### config.mk
export PLATFORM = sky130hd
export DESIGN_NAME = vga_timing_param_flat
export DESIGN_NICKNAME = d
export VERILOG_FILES = /design/src/rtl/vga_timing_param_if.sv /design/src/rtl/vga_timing_param.sv /design/src/flat_wrapper.sv
export SDC_FILE = /design/constraint.sdc
export NUM_CORES = 1
export LEC_CHECK = 0
export ABC_CLOCK_PERIOD_IN_PS = 2300
export CAP_MARGIN = 20
export CORE_MARGIN = 1.5
export CORE_UTILIZATION = 38
export DETAILED_ROUTE_END_ITERATION = 10
export PLACE_DENSITY_LB_ADDON = 0.3
export SLEW_MARGIN = 20
export SYNTH_ARGS = -nofsm -noshare
export SYNTH_HDL_FRONTEND = slang
export SYNTH_SLANG_ARGS = --single-unit
### constraint.sdc
create_clock -name clock -period 2.3 [get_ports clock]
set_input_delay 0.345 -clock clock [delete_from_list [all_inputs] [get_ports clock]]
set_output_delay 0.345 -clock clock [all_outputs]
set_load 0.1 [all_outputs]
### src/rtl/vga_timing_param_if.sv
`default_nettype none
// ============================================================================
// Module      : vga_timing_param_if
// Description : Run control and raster outputs of the VGA timing generator.
// Revision    : 1.0 - initial release
// ============================================================================
interface vga_timing_param_if #(
    parameter int X_W = 12,
    parameter int Y_W = 11
);
    logic           in_run;
    logic           out_vga_hs;
    logic           out_vga_vs;
    logic           out_active;
    logic           out_vblank;
    logic [X_W-1:0] out_vga_x;
    logic [Y_W-1:0] out_vga_y;
    logic           out_pix_tick;
    logic           out_line_start;
    logic           out_frame_start;
    logic [7:0]     out_frame_count;

    // The generator drives the raster; the shading logic consumes it.
    modport master (
        input  in_run,
        output out_vga_hs, out_vga_vs, out_active, out_vblank,
        output out_vga_x, out_vga_y, out_pix_tick, out_line_start,
        output out_frame_start, out_frame_count
    );

    modport slave (
        output in_run,
        input  out_vga_hs, out_vga_vs, out_active, out_vblank,
        input  out_vga_x, out_vga_y, out_pix_tick, out_line_start,
        input  out_frame_start, out_frame_count
    );
endinterface
`default_nettype wire

### src/rtl/vga_timing_param.sv
`default_nettype none
// ============================================================================
// Module      : vga_timing_param
// Description : Parametrised VGA/DVI raster timing generator with pixel-clock
//               divider and run/pause. Optional frame counter enabled by
//               defining VGA_TIMING_FRAME_COUNT_EN.
// Revision    : 1.0 - initial release
// ============================================================================
module vga_timing_param #(
    parameter int H_ACTIVE = 640,
    parameter int H_FP     = 16,
    parameter int H_SYNC   = 96,
    parameter int H_BP     = 48,
    parameter int V_ACTIVE = 480,
    parameter int V_FP     = 10,
    parameter int V_SYNC   = 2,
    parameter int V_BP     = 33,
    parameter bit HS_POL   = 1'b0,
    parameter bit VS_POL   = 1'b0,
    parameter int PIX_DIV  = 1,
    parameter int X_W      = 12,
    parameter int Y_W      = 11
) (
    input  wire logic        clock,
    input  wire logic        reset,
    vga_timing_param_if.master vif
);
    localparam int C_H_TOTAL = H_ACTIVE + H_FP + H_SYNC + H_BP;
    localparam int C_V_TOTAL = V_ACTIVE + V_FP + V_SYNC + V_BP;
    localparam int C_H_CW    = $clog2(C_H_TOTAL);
    localparam int C_V_CW    = $clog2(C_V_TOTAL);
    localparam int C_D_W     = (PIX_DIV > 1) ? $clog2(PIX_DIV) : 1;

    localparam logic [C_D_W-1:0]  C_D_LAST   = C_D_W'(PIX_DIV - 1);
    localparam logic [C_H_CW-1:0] C_H_LAST   = C_H_CW'(C_H_TOTAL - 1);
    localparam logic [C_H_CW-1:0] C_H_ACT    = C_H_CW'(H_ACTIVE);
    localparam logic [C_H_CW-1:0] C_HS_BEG   = C_H_CW'(H_ACTIVE + H_FP);
    localparam logic [C_H_CW-1:0] C_HS_LAST  = C_H_CW'(H_ACTIVE + H_FP + H_SYNC - 1);
    localparam logic [C_V_CW-1:0] C_V_LAST   = C_V_CW'(C_V_TOTAL - 1);
    localparam logic [C_V_CW-1:0] C_V_ACT    = C_V_CW'(V_ACTIVE);
    localparam logic [C_V_CW-1:0] C_VS_BEG   = C_V_CW'(V_ACTIVE + V_FP);
    localparam logic [C_V_CW-1:0] C_VS_LAST  = C_V_CW'(V_ACTIVE + V_FP + V_SYNC - 1);

    logic [C_D_W-1:0]  div_d, div_q;
    logic [C_H_CW-1:0] h_d, h_q;
    logic [C_V_CW-1:0] v_d, v_q;
    logic              hs_d, hs_q;
    logic              vs_d, vs_q;
    logic              active_d, active_q;
    logic              vblank_d, vblank_q;
    logic [X_W-1:0]    x_d, x_q;
    logic [Y_W-1:0]    y_d, y_q;
    logic              pix_tick_d, pix_tick_q;
    logic              line_start_d, line_start_q;
    logic              frame_start_d, frame_start_q;
    logic              pix_en;

    assign pix_en = vif.in_run && (div_q == C_D_LAST);

    always_comb begin
        div_d         = div_q;
        h_d           = h_q;
        v_d           = v_q;
        hs_d          = hs_q;
        vs_d          = vs_q;
        active_d      = active_q;
        vblank_d      = vblank_q;
        x_d           = x_q;
        y_d           = y_q;
        pix_tick_d    = 1'b0;
        line_start_d  = 1'b0;
        frame_start_d = 1'b0;

        if (vif.in_run) begin
            div_d = pix_en ? '0 : div_q + 1'b1;
        end

        // Outputs are a decode of the counter values being loaded this edge,
        // so (h,v) and the visible signals stay aligned with no extra stage.
        if (pix_en) begin
            if (h_q == C_H_LAST) begin
                h_d = '0;
                v_d = (v_q == C_V_LAST) ? '0 : v_q + 1'b1;
            end else begin
                h_d = h_q + 1'b1;
            end

            active_d      = (h_d < C_H_ACT) && (v_d < C_V_ACT);
            vblank_d      = (v_d >= C_V_ACT);
            x_d           = (h_d < C_H_ACT) ? X_W'(h_d) : '0;
            y_d           = (v_d < C_V_ACT) ? Y_W'(v_d) : '0;
            hs_d          = ((h_d >= C_HS_BEG) && (h_d <= C_HS_LAST)) ? HS_POL : ~HS_POL;
            vs_d          = ((v_d >= C_VS_BEG) && (v_d <= C_VS_LAST)) ? VS_POL : ~VS_POL;
            pix_tick_d    = 1'b1;
            line_start_d  = (h_d == '0);
            frame_start_d = (h_d == '0) && (v_d == '0);
        end
    end

    // Counters reset to the last position so the first tick lands on (0,0).
    always_ff @(posedge clock) begin
        if (reset) begin
            div_q         <= '0;
            h_q           <= C_H_LAST;
            v_q           <= C_V_LAST;
            hs_q          <= ~HS_POL;
            vs_q          <= ~VS_POL;
            active_q      <= 1'b0;
            vblank_q      <= 1'b0;
            x_q           <= '0;
            y_q           <= '0;
            pix_tick_q    <= 1'b0;
            line_start_q  <= 1'b0;
            frame_start_q <= 1'b0;
        end else begin
            div_q         <= div_d;
            h_q           <= h_d;
            v_q           <= v_d;
            hs_q          <= hs_d;
            vs_q          <= vs_d;
            active_q      <= active_d;
            vblank_q      <= vblank_d;
            x_q           <= x_d;
            y_q           <= y_d;
            pix_tick_q    <= pix_tick_d;
            line_start_q  <= line_start_d;
            frame_start_q <= frame_start_d;
        end
    end

    assign vif.out_vga_hs      = hs_q;
    assign vif.out_vga_vs      = vs_q;
    assign vif.out_active      = active_q;
    assign vif.out_vblank      = vblank_q;
    assign vif.out_vga_x       = x_q;
    assign vif.out_vga_y       = y_q;
    assign vif.out_pix_tick    = pix_tick_q;
    assign vif.out_line_start  = line_start_q;
    assign vif.out_frame_start = frame_start_q;

`ifdef VGA_TIMING_FRAME_COUNT_EN
    logic [7:0] frame_count_d, frame_count_q;

    always_comb begin
        frame_count_d = frame_start_d ? frame_count_q + 8'd1 : frame_count_q;
    end

    always_ff @(posedge clock) begin
        if (reset) begin
            frame_count_q <= 8'd0;
        end else begin
            frame_count_q <= frame_count_d;
        end
    end

    assign vif.out_frame_count = frame_count_q;
`else
    assign vif.out_frame_count = 8'd0;
`endif

endmodule
`default_nettype wire

### src/flat_wrapper.sv
// flat-port wrapper written by rule: the top's interface ports become plain ports
module vga_timing_param_flat 
#(
    parameter int H_ACTIVE = 640,
    parameter int H_FP     = 16,
    parameter int H_SYNC   = 96,
    parameter int H_BP     = 48,
    parameter int V_ACTIVE = 480,
    parameter int V_FP     = 10,
    parameter int V_SYNC   = 2,
    parameter int V_BP     = 33,
    parameter bit HS_POL   = 1'b0,
    parameter bit VS_POL   = 1'b0,
    parameter int PIX_DIV  = 1,
    parameter int X_W      = 12,
    parameter int Y_W      = 11
)
  (clock, reset, vif_in_run, vif_out_vga_hs, vif_out_vga_vs, vif_out_active, vif_out_vblank, vif_out_vga_x, vif_out_vga_y, vif_out_pix_tick, vif_out_line_start, vif_out_frame_start, vif_out_frame_count);
  vga_timing_param_if #(.X_W(X_W), .Y_W(Y_W)) vif_i ();
  input  wire logic clock;
  input  wire logic reset;
  input wire logic [$bits(vif_i.in_run)-1:0] vif_in_run;
  output wire logic [$bits(vif_i.out_vga_hs)-1:0] vif_out_vga_hs;
  output wire logic [$bits(vif_i.out_vga_vs)-1:0] vif_out_vga_vs;
  output wire logic [$bits(vif_i.out_active)-1:0] vif_out_active;
  output wire logic [$bits(vif_i.out_vblank)-1:0] vif_out_vblank;
  output wire logic [$bits(vif_i.out_vga_x)-1:0] vif_out_vga_x;
  output wire logic [$bits(vif_i.out_vga_y)-1:0] vif_out_vga_y;
  output wire logic [$bits(vif_i.out_pix_tick)-1:0] vif_out_pix_tick;
  output wire logic [$bits(vif_i.out_line_start)-1:0] vif_out_line_start;
  output wire logic [$bits(vif_i.out_frame_start)-1:0] vif_out_frame_start;
  output wire logic [$bits(vif_i.out_frame_count)-1:0] vif_out_frame_count;
  assign vif_i.in_run = vif_in_run;
  assign vif_out_vga_hs = vif_i.out_vga_hs;
  assign vif_out_vga_vs = vif_i.out_vga_vs;
  assign vif_out_active = vif_i.out_active;
  assign vif_out_vblank = vif_i.out_vblank;
  assign vif_out_vga_x = vif_i.out_vga_x;
  assign vif_out_vga_y = vif_i.out_vga_y;
  assign vif_out_pix_tick = vif_i.out_pix_tick;
  assign vif_out_line_start = vif_i.out_line_start;
  assign vif_out_frame_start = vif_i.out_frame_start;
  assign vif_out_frame_count = vif_i.out_frame_count;
  vga_timing_param #(.H_ACTIVE(H_ACTIVE), .H_FP(H_FP), .H_SYNC(H_SYNC), .H_BP(H_BP), .V_ACTIVE(V_ACTIVE), .V_FP(V_FP), .V_SYNC(V_SYNC), .V_BP(V_BP), .HS_POL(HS_POL), .VS_POL(VS_POL), .PIX_DIV(PIX_DIV), .X_W(X_W), .Y_W(Y_W)) u_core (.clock(clock), .reset(reset), .vif(vif_i));
endmodule
# Word-level counts from Yosys, hierarchy flattened
# Cells that the tools add are included.
# totals
regBits	51
latchBits	0
ramBits	0
romBits	0
elab_cells	45
mem_count	0
# op_classes
n_addsub	3
mul	0
n_div	0
n_lt_le_gt_ge	7
n_eq_ne	2
shifts	0
muxes	11
bitwise_logic	2
reduce_logical	8
# op_table
op	count
$mux W10	7
$add A10 B1 Y10 const B	2
$eq A10 B10 Y1 const B	2
$ge A10 B9 Y1 const B	2
$logic_not A10 Y1	2
$ge A10 B10 Y1 const B	1
$le A10 B10 Y1 const B	1
$le A10 B9 Y1 const B	1
$lt A10 B10 Y1 const B	1
$lt A10 B9 Y1 const B	1
$logic_and A1 B1 Y1	5
$mux W1	4
$not A1 Y1	2
$reduce_or A2 Y1	1
$add A1 B1 Y1 const B	1

# Depth between registers and ports, before layout
# Gate-level depths: netlist of run 1.
# logic_depth
ltp_word	7
depth_mapped	9
ltp_nobuf	8

# Worst setup path after synthesis of run 1
# No wires, ideal clock.
# synth_path
path_kind	register -> register
startpoint	reg u_core.v_q[0]
endpoint	reg u_core.y_q[2], in the netlist u_core.vif.out_vga_y[2]
setup_ns	0.065
t_arrival_ns	2.333
setup_slack_ns	-0.097
stages_incl_launch_ff	10
path_cell_list	dfxtp_1 > clkbuf_1 > inv_1 > ha_1 > or4bb_1 > nor3_2 > o21ai_0 > a21oi_1 > o31a_1 > a32o_1
# synth_between
elab_chain_len	6
# synth_lines
item	line	rtl
from (decl)	vga_timing_param.sv:46	logic [C_V_CW-1:0] v_d, v_q;
from (signal assigned)	vga_timing_param.sv:118	v_q <= v_d;
$add A10 B1 Y10 or $eq A10 B10 Y1 (tied branches)	vga_timing_param.sv:83	v_d = (v_q == C_V_LAST) ? '0 : v_q + 1'b1;
$mux W10	vga_timing_param.sv:83	
$mux W10 (*)	vga_timing_param.sv:81	if (h_q == C_H_LAST) begin
$mux W10 (*)	vga_timing_param.sv:80	if (pix_en) begin
$lt A10 B9 Y1	vga_timing_param.sv:91	y_d = (v_d < C_V_ACT) ? Y_W'(v_d) : '0;
$mux W10 (*)	vga_timing_param.sv:91	
to (signal assigned)	vga_timing_param.sv:124	y_q <= y_d;
to (decl)	vga_timing_param.sv:52	logic [Y_W-1:0] y_d, y_q;
# Mark *: on every way between the ends. The rest lies on a longest branch, timed or not. The select of a mux whose other input is x is not followed.
# A chain may end at the register's enable or synchronous reset.

# Worst setup path in the final report of run 1
# layout_path
startpoint	reg u_core.h_q[6]
endpoint	reg u_core.active_q, in the netlist u_core.vif.out_active
# layout_between
elab_chain_len	5
# layout_lines
item	line	rtl
from (decl)	vga_timing_param.sv:45	logic [C_H_CW-1:0] h_d, h_q;
from (signal assigned)	vga_timing_param.sv:104	h_q <= C_H_LAST;
from (signal assigned)	vga_timing_param.sv:117	h_q <= h_d;
$add A10 B1 Y10 or $eq A10 B10 Y1 (tied branches)	vga_timing_param.sv:85, vga_timing_param.sv:81	
$mux W10	vga_timing_param.sv:81	
$mux W10	vga_timing_param.sv:80	
$lt A10 B10 Y1 or $lt A10 B9 Y1 (tied branches)	vga_timing_param.sv:88	active_d = (h_d < C_H_ACT) && (v_d < C_V_ACT);
$logic_and A1 B1 Y1 (*)	vga_timing_param.sv:88	
to (signal assigned)	vga_timing_param.sv:121	active_q <= active_d;
to (decl)	vga_timing_param.sv:49	logic active_d, active_q;
# Marks and branches as above.

==> results.txt, run 1 <==
In this run, distinct cell masters in the synthesized netlist total 49. The remaining global-route overflow came out at 0. The area growth from synthesis to layout is 23.49%. The post-synthesis async set-or-reset flop share came out at 0. The compound-gate portion of the synthesized area was 0.2231.

The number of top-level design ports is 41. In this run the mean area of a mapped cell was 7.965 um2. Along the worst path, the maximum fanout reaches 4.

The routability congestion estimate from global placement is 0.9930. For the pin with the worst max-slew slack, the measured transition is 0.6095 ns. The count of final hold-check violations came out at 0. The antenna diode count came out at 0. The kind of path behind the tightest hold check is register to register.

The number of logic stages on the critical path including buffering is 6. The pin count of the biggest net entering global routing is 28. The number of warnings reported in the yosys synthesis log is 0. The die outline area is 7446 um2. Walking the worst path, the cells encountered are or3_4 > or3_1 > nor4b_1 > a21oi_2 > o31a_1 > a31o_2.

The via count of the first global-routing pass came out at 2,289. On the final layout, the worst clock skew is 0.005149 ns. The xor/xnor share of the synthesized area is 0.05316.

The share of post-route cells with drive strength above 1 is 0.2421. In the layout the commonest cells are sky130_fd_sc_hd__buf_4 (62), sky130_fd_sc_hd__dfxtp_1 (46), sky130_fd_sc_hd__nand2_1 (41). The areal power density over the cells came out at 719.9 nW/um2. The final net count came out at 386. For hold timing, the worst endpoint is u_core.vif.out_vga_y[1].

The max-cap violation count came out at 0. The average via count per standard cell came out at 5.559. The prevailing post-synth register cell is sky130_fd_sc_hd__dfxtp_1. The worst relative slew slack is 0.5921. The longest clock path from root to sink contains 2 buffers. The placement row count came out at 30. The worst setup path is captured at a register. The depth of the CTS H-tree came out at 2.

The delay of the slowest cell on the worst path came out at 0.47 ns. The overall routed net length is 6657 um. The half-perimeter wire length after placement is 4839 um. Clock tree synthesis selected as its root buffer the cell sky130_fd_sc_hd__clkbuf_8. The clock latency on the worst-skew pair came out at 0.31 ns. The total cell area at the placement stage is 3073 um2. Dividing the detail-routed wire length by the instance count gives 14.47 um. The startpoint identified for the worst register-to-register timing path is u_core.h_q[6]. The cell area that synthesis handed to floorplanning was 2636 um2. By area, the combinational part of the netlist is dominated by simple AND/OR/NAND/NOR gates. The effective utilization at floorplan came out at 0.3902. The run finished with clean final reports.

The fmax is 455.3 MHz. Counting I/O delays and the setup requirement, the final critical path takes 2.197 ns. After layout, the design draws a total of 2.344 mW.

The number of buffers created by CTS came out at 5. The endpoint arrival time on the critical path came out at 2.41 ns. The clock-pin slew reported for the worst setup and hold paths after clock tree synthesis came out at 0.09 ns.

The required arrival time at the worst endpoint is 2.51 ns. The highest ir drop seen on vdd came out at 0.0003701 V. The endpoint of the most critical register-to-register path is u_core.vif.out_active. The quantity of I/O buffers inserted on ports is 29. The first-pass detailed-route iteration total is 5. Setup violations remaining at the end of the flow were counted as 0. Counting cells, the worst reg-to-reg path comes to 6. The initial antenna violation count is 0.

The number of sinks driven by the clock tree came out at 48. Measured on the finished design, the core utilization comes to 0.4819. The number of DRC markers in iteration 0 is 146.

The final standard cell area without fillers came out at 3256 um2. The most common cell after layout, fill and taps aside is sky130_fd_sc_hd__buf_4. The startpoint identified for the worst hold timing path is u_core.vif.out_vga_y[1]. The share of the cycle needed by the critical path after routing came out at 0.9550. The cell count of the worst hold path came out at 2.

Setup repair after global routing could not meet its margin everywhere. The cell with the largest stage delay on the worst path is sky130_fd_sc_hd__or3_1. The number of design rule violations left after detail routing is 0. The core box area is 6756 um2.

The simple-gate share of the synthesized area came out at 0.2544. The critical path contains buffers and inverters numbering 0 combined. The share of the Yosys chip area taken by registers is 0.3645.

STA classifies the critical path startpoint as a register. The critical path is of the register to register type. In this run the static leakage power is 1.280 nW. The clock tree from TritonCTS is done. The die span in x came out at 86.29 um. The first-pass GRT wire length came out at 10,910 um. The number of flip-flops and latches in the synthesized netlist came out at 48.

The gate count of the mapped netlist is 331. The number of pins exceeding their max-slew limit in the final report came out at 0. In this run the remaining antenna-violating nets after routing total 0. The via count is 2,557. Of the post-synthesis cell area, the part taken by muxes is 0. The arithmetic-cell share of the synthesized area counting full adders, half adders and majority gates is 0.02278.

Broken down by cell family, the worst path's largest delay share belongs to simple AND/OR/NAND/NOR gates. The number of enable-type register cells in the synthesized netlist is 0. The overall routing resource usage came out at 0.1834. The die outline height came out at 86.29 um.

For flop-to-flop paths, the worst setup slack is 0.10 ns.
-- repair_timing --
| action | 4_1_cts | 5_1_grt |
|---|---|---|
| resized for setup | 0 | 13 |
| hold buffers | 0 | 0 |
| endpoints found under the setup margin | 0 | 17 |
| buffers inserted | 0 | 6 |
-- per-stage QoR --
stage / setup TNS, ns / hold slack, ns / worst slack [ns] / cells
floorplan: 0 / 0.4211 / 0.02598 / 341
CTS: 0 / 0.4602 / 0.04759 / 454
global placement: 0 / 0.4398 / 0.09032 / 446
global route: -0.1108 / 0.4927 / -0.03174 / 460
detailed placement: 0 / 0.4454 / 0.05130 / 446
finish: 0 / 0.4600 / 0.1035 / 460
-- Yosys cell counts (all sizes together), types with 6 or more instances --
cell type  number  share of area
dfxtp          48           0.36
o21ai          27          0.051
nor2           31          0.044
a21oi          20          0.038
nor3           16          0.034
clkbuf         19          0.027
nand3          18          0.034
xor2            6          0.020
inv             6         0.0085
buf            16          0.045
o211ai          7          0.020
nand2          41          0.058
xnor2          10          0.033
-- logic make-up (layout without fill, tap and decap cells) --
logic type | Yosys count | after routing
AOI/OAI and AO/OA | 83 | 83
xor gates and xnor gates | 16 | 16
adders and majority gates | 5 | 5
and+or+nand+nor | 137 | 137
buffers and inverters | 41 | 80
other | 1 | 11
DFF | 48 | 48
-- worst reg2reg max path, delay by kind of cell, from the launching register on --
family / cells / cell delay, ns
and+or+nand+nor: 3 / 1.23
AOI/OAI and AO/OA: 3 / 0.54
DFF: 1 / 0.32
-- layer usage --
layer / track usage / wire length [um]
met1: 0.2588 / 3137
met2: 0.2949 / 3033
met3: 0.01714 / 383
met4: 0.06158 / 102
met5: 0 / 0
-- worst max path at each step --
stage / start / endpoint / slack, ns
6_report: u_core.h_q[6] / u_core.vif.out_active / 0.10
5_1_grt: u_core.h_q[1] / u_core.vif.out_vga_y[3] / -0.03
4_1_cts: u_core.h_q[0] / u_core.vif.out_vga_y[0] / 0.05
3_5_place_dp: vif_in_run / u_core.vif.out_frame_start / 0.05
3_3_place_gp: vif_in_run / u_core.vif.out_frame_start / 0.09
2_1_floorplan: u_core.h_q[6] / u_core.vif.out_active / 0.03
-- area by class of cell --
class                      count  area, um2
fill                         666       3501
multi-input combinational    252       1545
sequential                    48      968.4
timing repair buffer          66      508.0
tap                           80      100.1
clock buffer                   5      68.82
clock inverter                 3      42.54
inverter                       6      22.52
-- state kept, by name, summed over array words and instances (netlist names) --
name                        flops
u_core.v_q                     10
u_core.vif.out_line_start       1
u_core.vif.out_vga_x           10
u_core.h_q                     10
u_core.div_q                    1
u_core.vif.out_vga_y           10
u_core.vif.out_vblank           1
u_core.vif.out_pix_tick         1
u_core.vif.out_vga_vs           1
u_core.vif.out_vga_hs           1
u_core.vif.out_active           1
u_core.vif.out_frame_start      1
-- where the power goes --
group          switching [mW]  total [mW]  leakage, nW  internal, mW
combinational           0.537       0.805        0.835         0.269
sequential             0.0421       0.913        0.391         0.871
clock                   0.303       0.625       0.0541         0.322
total                   0.881        2.34         1.28          1.46
(Power assumes the default switching activity.)
==> run 2: changes to the inputs <==
--- a/config.mk
+++ b/config.mk
@@ -5,7 +5,7 @@
 export SDC_FILE = /design/constraint.sdc
 export NUM_CORES = 1
 export LEC_CHECK = 0
-export ABC_CLOCK_PERIOD_IN_PS = 2300
+export ABC_CLOCK_PERIOD_IN_PS = 2500
 export CAP_MARGIN = 20
 export CORE_MARGIN = 1.5
 export CORE_UTILIZATION = 38
==> constraint.sdc (replaced) <==
create_clock -name clock -period 2.5 [get_ports clock]
set_input_delay 0.375 -clock clock [delete_from_list [all_inputs] [get_ports clock]]
set_output_delay 0.375 -clock clock [all_outputs]
set_load 0.1 [all_outputs]
==> run 2 against run 1 <==
Net effect: sequential share of layout area is 0.57 points higher; core utilization down 1.3 points; combinational power shrank 14%; non-clock buffer count shrank 7; highest routed layer unchanged; critical endpoint unchanged; flip-flop and latch count did not move.
==> results.txt, run 2 (same netlist as run 1, synthesis figures left out) <==
The overall routed net length is 6704 um. TritonCTS built the clock tree. The number of setup violations in the final report is 0.

The later pin in the worst-skew pair is clocked with a latency of 0.30 ns. The areal power density over the cells is 675.1 nW/um2. The number of sinks driven by the clock tree came out at 48. The peak fanout along the critical path came out at 11. The CTS root buffer is sky130_fd_sc_hd__clkbuf_8. The first-pass detailed-route iteration total is 5. The startpoint identified for the worst register-to-register timing path is u_core.h_q[7]. The die span in x is 86.29 um. The number of antenna diodes in the final layout is 0. The count of nets left with antenna violations once routing finished came out at 0. The number of pins exceeding their max-slew limit in the final report came to 0. The worst hold path belongs to the class register to register. The met1 track demand over resource came out at 0.2719.

The initial antenna violation count is 0. The die outline area is 7446 um2. The met2 layer usage reported by global route is 0.2978. The effective utilization at floorplan is 0.3902.

Timing would allow up to 425.1 MHz. The run finished with clean final reports. The core box area is 6756 um2. The endpoint identified for the worst register-to-register timing path is u_core.vif.out_active. Dividing the detail-routed via count by the number of cells gives 5.411. The clock-pin slew reported for the worst setup and hold paths after clock tree synthesis is 0.10 ns. Leaving out fill and tap cells, the most frequent cells in the layout are sky130_fd_sc_hd__buf_4 (57), sky130_fd_sc_hd__dfxtp_1 (48), sky130_fd_sc_hd__nand2_1 (41).

The final setup skew came out at 0.009803 ns. The worst setup path is captured at a register. The final net count came out at 379. The internal power contribution came out at 1.337 mW.

The area growth from synthesis to layout came out at 20.22%. The setup TNS after final layout came out at 0 ns. The count of final hold-check violations is 0.

The quantity of I/O buffers inserted on ports came out at 29. The pin count of the biggest net entering global routing is 21. For this run, design rule violations remaining after detail routing come to 0.

The routed layout has 2,451 vias. The die outline height came out at 86.29 um. The net switching share of the total power is 0.3753. The startpoint identified for the worst hold timing path is u_core.vif.out_vga_y[8]. The endpoint of the worst hold path is u_core.vif.out_vga_y[8]. In this run, the number of DRC markers left after iteration 0 of detailed routing was 316. The final period demand of the worst path is 2.352 ns. The worst setup path is of the register to register kind. The endpoint arrival time on the critical path came out at 2.56 ns. The remaining global-route overflow is 0.

In this run the core area contains 30 standard-cell rows. The library cell used most frequently in the layout, excluding fill and tap cells, is sky130_fd_sc_hd__buf_4. The global routing's busiest layer is met2. The global-route met3 utilization came out at 0.03143. The final routed wire length divided by cell count is 14.80 um.

The combinational group share of total power is 0.325. The cell count of the worst hold path is 2. The clock passes through at most 2 buffers. Of the total power, registers draw 0.392. The depth of the most critical reg-to-reg path is 7. The element type at the critical path start is a register. The total net switching power is 803.1 uW.

The clock network fraction of total power came out at 0.283. The via count of the first global-routing pass is 2,234. The number of buffers created by CTS came out at 5. The max-cap violation count came out at 0. The half-perimeter wire length after placement came out at 5005 um. For the worst setup path, the data required time is 2.71 ns. The static leakage is 1.250 nW. For this run, the total global-route usage over all layers was measured as 0.1891. The highest ir drop seen on vdd came out at 0.0002787 V. Setup repair after global routing left no endpoint under its margin. The share of post-route cells with drive strength above 1 is 0.2118.

The routability congestion estimate from global placement came out at 0.9376. The share of the cycle needed by the critical path after routing is 0.9410. The setup check on the worst reg-to-reg path leaves a slack of 0.15 ns. The number of top-level design ports is 41.

The depth of the CTS H-tree came out at 2. The first-pass GRT wire length came out at 11,150 um. Summing internal, switching and leakage power gives 2.140 mW.
==> run 2: area by class of cell <==
class	count	area, um2
fill	698	3587
multi-input combinational	252	1516
sequential	48	960.9
timing repair buffer	59	447.9
tap	80	100.1
clock buffer	6	82.58
clock inverter	2	38.79
inverter	6	22.52
==> run 2: timing repair <==
action	4_1_cts	5_1_grt
setup endpoints to repair	0	11
setup buffers	0	0
hold buffers	0	0
resized for setup	0	3
==> run 2: worst max path at each step <==
| stage | from | endpoint | slack, ns | depth (start not counted) |
|---|---|---|---|---|
| after global routing | u_core.h_q[7] | u_core.vif.out_active | 0.05 | 7 |
| after global placement | u_core.h_q[1] | u_core.vif.out_active | 0.12 | 7 |
| after floorplan | u_core.v_q[0] | u_core.vif.out_vga_y[2] | 0.10 | 9 |
| after CTS | u_core.h_q[1] | u_core.vif.out_active | 0.07 | 7 |
| after detailed placement | u_core.h_q[1] | u_core.vif.out_active | 0.08 | 7 |
| final | u_core.h_q[7] | u_core.vif.out_active | 0.15 | 7 |
==> run 2: critical path: stages, from the launching register on <==
cell	delay [ns]
sky130_fd_sc_hd__dfxtp_1	0.38
sky130_fd_sc_hd__or3_4	0.39
sky130_fd_sc_hd__or3_1	0.45
sky130_fd_sc_hd__buf_4	0.21
sky130_fd_sc_hd__nor4b_2	0.29
sky130_fd_sc_hd__a21oi_2	0.10
sky130_fd_sc_hd__o31a_1	0.17
sky130_fd_sc_hd__a31o_2	0.26
==> run 2: power by group through the flow <==
stage / combinational [mW] / clock (mW) / sequential (mW)
finish: 0.695 / 0.606 / 0.839
global route: 0.745 / 0.646 / 0.844
CTS: 0.686 / 0.621 / 0.838
detailed placement: 0.682 / 0 / 0.856
global placement: 0.679 / 0 / 0.855
floorplan: 0.416 / 0 / 0.964
==> run 2: stage by stage <==
stage          cells  utilization  hold slack (ns)  setup WS, ns  cell area (um2)
3_3_place_gp     445       0.4487           0.4388        0.1216             3032
2_1_floorplan    341            -           0.4511        0.1025             2674
5_1_grt          453       0.4691           0.4837       0.04655             3169
6_report         453       0.4691           0.4557        0.1475             3169
3_5_place_dp     445       0.4487           0.4434       0.07892             3032
4_1_cts          453       0.4667           0.4659       0.06600             3153
==> run 2: routing by layer <==
metal / vias up / share of wire
met5: - / 0
met4: 0 / 0.0097
met3: 6 / 0.067
met2: 86 / 0.44
met1: 1124 / 0.49
li1: 1235 / -
==> run 3: changes to the inputs <==
--- a/config.mk
+++ b/config.mk
@@ -11,6 +11,8 @@
 export CORE_UTILIZATION = 38
 export DETAILED_ROUTE_END_ITERATION = 10
 export PLACE_DENSITY_LB_ADDON = 0.3
+export RECOVER_POWER = 50
+export SETUP_SLACK_MARGIN = 0.3
 export SLEW_MARGIN = 20
 export SYNTH_ARGS = -nofsm -noshare
 export SYNTH_HDL_FRONTEND = slang
==> run 3 against run 2 <==
Net effect: flip-flop and latch count stayed put; combinational power is 7.8% higher; clock skew is 0.0076 ns lower; register-to-register slack better by 0.11 ns; die area stayed put; critical path depth stayed put; sequential power hardly changed; cell count is 2.2% higher; sequential share of layout area is 0.056 points lower; non-clock buffer count is 11 higher; critical endpoint is now u_core.vif.out_vga_y[2]; highest routed layer unchanged.
==> results.txt, run 3 (same netlist as run 1, synthesis figures left out) <==
The die outline area is 7446 um2. Of the available clock period, the critical path in the final layout requires 0.8960. The overall routed net length is 6781 um.

Data on the critical path arrives at its endpoint at 2.44 ns. Static timing analysis puts the maximum clock frequency at 446.4 MHz. The number of DRC markers in iteration 0 is 211. Detailed routing inserted a total of 2,563 vias. The buffer levels on the longest clock path is 2.

STA classifies the critical path endpoint as a register. The number of setup violations in the final report is 0. The clock net in this run drives a total of 48 sinks. The pin count of the biggest net entering global routing is 28. The effective utilization at floorplan is 0.3902. In the final routed layout, each cell accounts on average for 14.65 um. The via count of the first global-routing pass is 2,331. The setup path with the least slack is of type register to register.

The cell count of the worst hold path is 2. Of the cells placed in the final design, the portion with a size suffix greater than 1 is 0.1958. The max-cap violation count is 0.

The worst hold slack after final layout came out at 0.4431 ns. The placement row count is 30. The setup TNS after final layout is 0 ns. The run finished with clean final reports. The initial antenna violation count is 0.

The static leakage came out at 1.187 nW. The count of final hold-check violations is 0. The number of top-level design ports came out at 41. The antenna diode count is 0.

In this run the worst hold path is classified as register to register. The least setup slack across all paths after layout came out at 0.2599 ns. TritonCTS built the clock tree. The worst-margin pin slew came out at 1.168 ns. After legalization and detailed placement, the total HPWL measured 4834 um. The depth of the CTS H-tree came out at 2. After clock tree synthesis, the clock-pin slew on the worst setup and hold paths is 0.08 ns. The die outline height is 86.29 um.

TritonCTS created 5 clock buffers. STA classifies the critical path startpoint as a register. The remaining global-route overflow came out at 0. Routability-driven placement finished with a final weighted congestion of 0.9210.

Setup repair after global routing could not meet its margin everywhere. The number of hold buffers added after CTS is 0. The final setup skew is 0.002252 ns. The highest ir drop seen on vdd came out at 0.0003929 V. The clock period could shrink to 2.240 ns. The number of pins exceeding their max-slew limit in the final report came out at 0. The residual antenna-violating net count after detailed routing came out at 0. The areal power density over the cells is 630.3 nW/um2. Measured against its own limit, the worst slew margin works out to 0.2249. Across every metal layer, demand over resource in global routing totals 0.1865. The peak fanout along the critical path is 5. The number of cells on the worst reg-to-reg path is 7. The quantity of I/O buffers inserted on ports came out at 29. In the routed layout, each cell is associated on average with a via count of 5.536. The number of design rule violations left after detail routing is 0. From synthesis to final layout, the design area changed by 22.16%. The worst slack after detailed placement came out at 0.02510 ns.

The required arrival time at the worst endpoint is 2.70 ns. The cell sitting at the root of the clock tree is a sky130_fd_sc_hd__clkbuf_8. The first detailed-routing pass took 5 iterations. The library cell used most frequently in the layout, excluding fill and tap cells, is sky130_fd_sc_hd__dfxtp_1.

The first-pass GRT wire length came out at 11,020 um. For the worst-skew pair, the clock arrives at the later sink with an insertion delay of 0.30 ns. The core box area is 6756 um2. In the layout the commonest cells are sky130_fd_sc_hd__dfxtp_1 (43), sky130_fd_sc_hd__nand2_1 (41), sky130_fd_sc_hd__buf_4 (35).

The final net count came out at 390. The floorplan step set the die width to 86.29 um.
[run 3: cell types whose count changed in the layout (fill, tap and decap cells not counted), moves of 4 or more]
| cell | change |
|---|---|
| sky130_fd_sc_hd__o21ai_1 | +5 |
| sky130_fd_sc_hd__clkbuf_1 | +30 |
| sky130_fd_sc_hd__o21ai_2 | +4 |
| sky130_fd_sc_hd__dfxtp_1 | -5 |
| sky130_fd_sc_hd__o21ai_0 | -9 |
| sky130_fd_sc_hd__buf_4 | -22 |
[run 3: worst paths after layout]
check	end	slack, ns	from
min	u_core.vif.out_vga_y[8]	0.44	u_core.vif.out_vga_y[8]
min reg2reg	u_core.vif.out_vga_y[8]	0.44	u_core.vif.out_vga_y[8]
max	u_core.vif.out_vga_y[2]	0.26	u_core.h_q[7]
max reg2reg	u_core.vif.out_vga_y[2]	0.26	u_core.h_q[7]
[run 3: critical path: stages (launching register included)]
cell and delay [ns]:
sky130_fd_sc_hd__dfxtp_2 0.32, sky130_fd_sc_hd__or3_4 0.39, sky130_fd_sc_hd__buf_4 0.17, sky130_fd_sc_hd__nor3_4 0.20
sky130_fd_sc_hd__a41oi_2 0.16, sky130_fd_sc_hd__a41o_4 0.31, sky130_fd_sc_hd__o31a_1 0.35, sky130_fd_sc_hd__a32o_1 0.23
[run 3: per-stage QoR]
stage | area (um2) | utilization | power [mW] | std cells
floorplan | 2743 | - | 1.401 | 341
global placement | 3059 | 0.4528 | 1.540 | 441
detailed placement | 3059 | 0.4528 | 1.546 | 441
CTS | 3227 | 0.4776 | 2.022 | 456
global route | 3221 | 0.4767 | 2.139 | 463
finish | 3221 | 0.4767 | 2.030 | 463
[run 3: cell type report]
| type | instances | area, um2 |
|---|---|---|
| clock buffers | 6 | 72.57 |
| clock inverters | 1 | 5.005 |
| fillers | 677 | 3536 |
| inverters | 6 | 22.52 |
| multi-input cells | 252 | 1600 |
| flip-flops and latches | 48 | 974.7 |
| well taps | 80 | 100.1 |
| repair buffers | 70 | 445.4 |
[run 3: layer usage]
layer | GRT usage | vias up | share of wire
met5 | 0 | - | 0
met4 | 0.06452 | 0 | 0.021
met3 | 0.03333 | 18 | 0.046
met2 | 0.3243 | 81 | 0.49
met1 | 0.2325 | 1207 | 0.44
li1 | - | 1257 | -
[run 3: where the power goes]
| part | internal, mW | total [mW] | switching [mW] |
|---|---|---|---|
| sequential | 0.801 | 0.838 | 0.0369 |
| clock | 0.191 | 0.443 | 0.253 |
| combinational | 0.242 | 0.749 | 0.507 |
| total | 1.23 | 2.03 | 0.796 |
[run 3: timing repair]
action	4_1_cts	5_1_grt
endpoints found under the setup margin	13	16
resized for setup	9	16
pin swaps	7	11
buffers inserted	8	7
==> RTL edit 1 (config.mk and constraints of run 1) <==
`HS_POL` is set to 1'b0 in 2 places; all go to 1'b1.
--- a/src/rtl/vga_timing_param.sv
+++ b/src/rtl/vga_timing_param.sv
@@ -17,3 +17,3 @@
     parameter int V_BP     = 33,
-    parameter bit HS_POL   = 1'b0,
+    parameter bit HS_POL   = 1'b1,
     parameter bit VS_POL   = 1'b0,
--- a/src/flat_wrapper.sv
+++ b/src/flat_wrapper.sv
@@ -11,3 +11,3 @@
     parameter int V_BP     = 33,
-    parameter bit HS_POL   = 1'b0,
+    parameter bit HS_POL   = 1'b1,
     parameter bit VS_POL   = 1'b0,
Behaviour: not the same (Yosys sat finds a counterexample within 4 cycles, from zero or initial values and one cycle with reset high).
==> RTL edit 1 against run 1 <==
The flow now finishes with violations (DRC, setup timing); setup slack got worse by 0.17 ns; routed wire length shrank 5.1%; synthesized cell count shrank 7.3%; area after synthesis is 2.6% lower; design area shrank 1.8%; sequential cell count did not move; via count down 8.7%; power decreased by 7.4%; largest power group unchanged.
==> RTL edit 1: results (changes against run 1) <==
status finished with violations; failing checks DRC, setup timing; leading post-synthesis cells by cell area dfxtp_1, nor2_1, a32o_1; DP Wirelength 4543 um (-6.1%); count of multi-input gates 224 (-11%); Post-synth top cells dfxtp_1, nor2_1, nand2_1, clkbuf_1, nor3_1; met3 Use GR 0.02237 (+0.005231); wl on met1 3180 um (+1.4%); Worst Hold Path EP u_core.vif.out_vga_x[2]; GR Util met2 0.2626 (-0.03229); CLK BUF 6 (+1); worst reg2reg path depth 7 (+1); Pleak 1.318 nW (+3.0%); Yosys cell types 58 (+18%); NonClk Buf Share 0.1613 (+0.005282); HP Start u_core.vif.out_vga_x[2]; critical path arrival 2.56 ns (+0.15 ns); GRT Util Overall 0.1765 (-0.006945); CP max FO 10 (+6); nonclk buf count 68 (+3.0%); relative slew slack 0.5414 (-0.05078); ClkCell Share 0.02428 (-0.009929); Avg WL per Cell 14.56 um (+0.58%); switch share 0.3838 (+0.007701); Final Setup Violations 10 (+10); Critical R2R Capture u_core.vif.out_vga_y[0]; met3 wire len 204 um (-47%); GP Congestion 0.9568 (-3.6%); layout cells sized above 1 0.2689 (+0.02680); first-pass GRT wire length 10380 um (-4.8%); combinational fraction of design power 0.356 (+0.012); Seq. pwr 919 uW (+0.7%); post-synthesis sequential area ratio 0.3741 (+0.009587); detailed-route DRC error count 1 (+1); GR Util met1 0.2623 (+0.003511); Multi-input gate area 0.001499 mm^2 (-3.0%); Worst IR Drop VDD 0.3641 mV (-1.6%); largest net degree at the start of global routing 38 (+36%); Clk Latency, worst-skew pair 0.29 ns (-0.02 ns); number of DRC markers in iteration 0 156 (+6.8%); invs w/o clock 10 (+4); WHS 0.4525 ns (-0.007523 ns); Fill cells 624 (-6.3%); Sum Neg Setup Slack -0.4429 ns (-0.4429 ns); nets 364 (-5.7%); Layout Skew 0.005776 ns (+0.0006269 ns); final setup margin -0.06948 ns (-0.1729 ns); Pre-antenna DRT Iters 7 (+2)
==> RTL edit 1: kinds of logic (layout without fill, tap and decap cells) <==
kind of cell    after synthesis  count (layout)  share of synthesized area
simple gates                128             128                     0.2708
fa+ha+maj                     4               4                    0.01948
buf+inv                      45              85                    0.09108
xor+xnor                     15              15                    0.05407
compound gates               64              64                     0.1807
flops                        48              48                     0.3741
mux                           2               2                   0.008280
other cells                   1              11                   0.001460
==> RTL edit 1: what timing repair did <==
action                                  in CTS  in global routing
pin swaps                                    1                  1
endpoints found under the setup margin      10                 17
gates resized for setup                      2                 12
buffers inserted                             1                  3
==> RTL edit 1: through the flow <==
step | instance area [um^2] | util | setup slack, ns | instances
after floorplan | 2644 | - | -0.01388 | 317
after global placement | 3027 | 0.4713 | 0.03062 | 423
after detailed placement | 3027 | 0.4713 | -0.02151 | 423
after CTS | 3126 | 0.4867 | -0.01538 | 431
after global routing | 3196 | 0.4976 | -0.1792 | 434
final | 3196 | 0.4976 | -0.06948 | 434
==> RTL edit 1: worst max-delay path, cell delays in order, from the launching register on <==
cell	delay, ns
dfxtp_4	0.37
ha_4	0.12
nand4_1	0.19
or4_4	0.61
nor4_4	0.20
xor2_2	0.24
nand4_4	0.20
a32o_1	0.32
==> RTL edit 1: worst max-delay path by stage <==
stage                        from                       to
finish              u_core.h_q[1]  u_core.vif.out_vga_y[0]
global route        u_core.h_q[0]  u_core.vif.out_vga_y[0]
CTS                 u_core.h_q[1]  u_core.vif.out_vga_y[0]
detailed placement  u_core.h_q[1]  u_core.vif.out_vga_y[4]
global placement    u_core.h_q[1]  u_core.vif.out_vga_y[4]
floorplan           u_core.h_q[0]  u_core.vif.out_vga_y[0]
==> RTL edit 2 (settings of run 1) <==
Without the edit above. Take the reset off `x_q` and load it in a clocked block of its own.
--- a/src/rtl/vga_timing_param.sv
+++ b/src/rtl/vga_timing_param.sv
@@ -109,3 +109,2 @@
             vblank_q      <= 1'b0;
-            x_q           <= '0;
             y_q           <= '0;
@@ -122,3 +121,2 @@
             vblank_q      <= vblank_d;
-            x_q           <= x_d;
             y_q           <= y_d;
@@ -128,2 +126,6 @@
         end
+    end
+
+    always_ff @(posedge clock) begin
+        x_q <= x_d;
     end
Function: changed (Yosys sat finds a counterexample within 4 cycles, from zero or initial values and one cycle with reset high).
==> RTL edit 2 against run 1 <==
Core utilization down 1.6 points; clock power down 22%; routed wire length is 1.2% higher; power down 1.6%; hold slack improved by 0.0024 ns; setup slack better by 0.021 ns; synthesized cell count down 0.60%; sequential cell count unchanged; design area increased by 2.7%; area after synthesis is 5.6% higher; non-clock buffer count is the same; die area increased by 5.4%; combinational power grew 6.7%.
==> RTL edit 2: results (changes against run 1) <==
status finished clean; Worst Setup SP u_core.v_q[1]; placed insts 468 (+4.9%); Worst Hold Path EP u_core.vif.out_vga_y[9]; final std cells w/o fill 476 (+3.5%); crit-path leading delay family compound AO/OA/AOI/OAI gates; Critical R2R Capture u_core.vif.out_vga_y[0]; DP Wirelength 5008 um (+3.5%); invs w/o clock 9 (+3); GR Util met2 0.2935 (-0.001372); R2R Setup Slk 0.12 ns (+0.02 ns); adder-cell share of the synthesized area 0.01797 (-0.004812); Layout Skew 0.01388 ns (+0.008733 ns); CLK BUF 7 (+2); first-pass GRT wire length 10790 um (-1.1%); Post-synth top cells nor2_1, dfxtp_1, nand2_1, nor3_1, clkbuf_1; Tightest Pin Transition 0.6030 ns (-0.006569 ns); GRT Util Overall 0.1783 (-0.005142); Yosys cell types 55 (+12%); post-synthesis sequential area ratio 0.3810 (+0.01645); Worst IR Drop VDD 0.2620 mV (-29%); ClkCell Share 0.02434 (-0.009869); number of global-route vias before repair 2200 (-3.9%); GP Congestion 0.8854 (-11%); number of DRC markers in iteration 0 135 (-7.5%); compound-cell area share of the yosys netlist 0.2004 (-0.02271); GR Util met1 0.2417 (-0.01711); crit-path max cell delay 0.49 ns (+0.02 ns); NonClk Buf Share 0.1498 (-0.006277); leading post-synthesis cells by cell area dfxtp_1, edfxtp_1, nor2_1; worst reg2reg path depth 8 (+2); clk pwr 489 uW (-22%); Fill cells 696 (+4.5%); post-synthesis xor/xnor area fraction 0.04403 (-0.009131); number of synthesized flops with an enable pin 10 (+10); sequential cells 48 (unchanged); register share of the cell area 0.3190 (+0.02152); internal power 1.384 mW (-5.4%); Worst path slowest cell dfxtp_1; wl on met1 3236 um (+3.2%); layout cells sized above 1 0.2599 (+0.01784); Pleak 1.309 nW (+2.3%); met2 wire length 3023 um (-0.33%); HP Start u_core.vif.out_vga_y[9]; nets 383 (-0.78%); hold depth 1 (-1)
[RTL edit 2: cell types whose count changed after synthesis, moves of 6 or more]
| cell | change |
|---|---|
| nand2_1 | -9 |
| dfxtp_1 | -10 |
| o31ai_2 | +11 |
| nor2_1 | +13 |
| a211oi_1 | +6 |
| edfxtp_1 | +10 |
| nand3_1 | -8 |
| o211ai_1 | -6 |
| a21oi_1 | -9 |
| o21ai_0 | -14 |
[RTL edit 2: per-stage QoR]
step / hold slack, ns / power (mW) / worst slack [ns] / instance area, um^2
2_1_floorplan: 0.4211 / 1.629 / 0.04281 / 2823
3_3_place_gp: 0.4444 / 1.823 / 0.1303 / 3229
3_5_place_dp: 0.4504 / 1.826 / 0.05631 / 3229
4_1_cts: 0.4705 / 2.311 / 0.03188 / 3311
5_1_grt: 0.4879 / 2.413 / 0.006289 / 3342
6_report: 0.4624 / 2.306 / 0.1241 / 3342
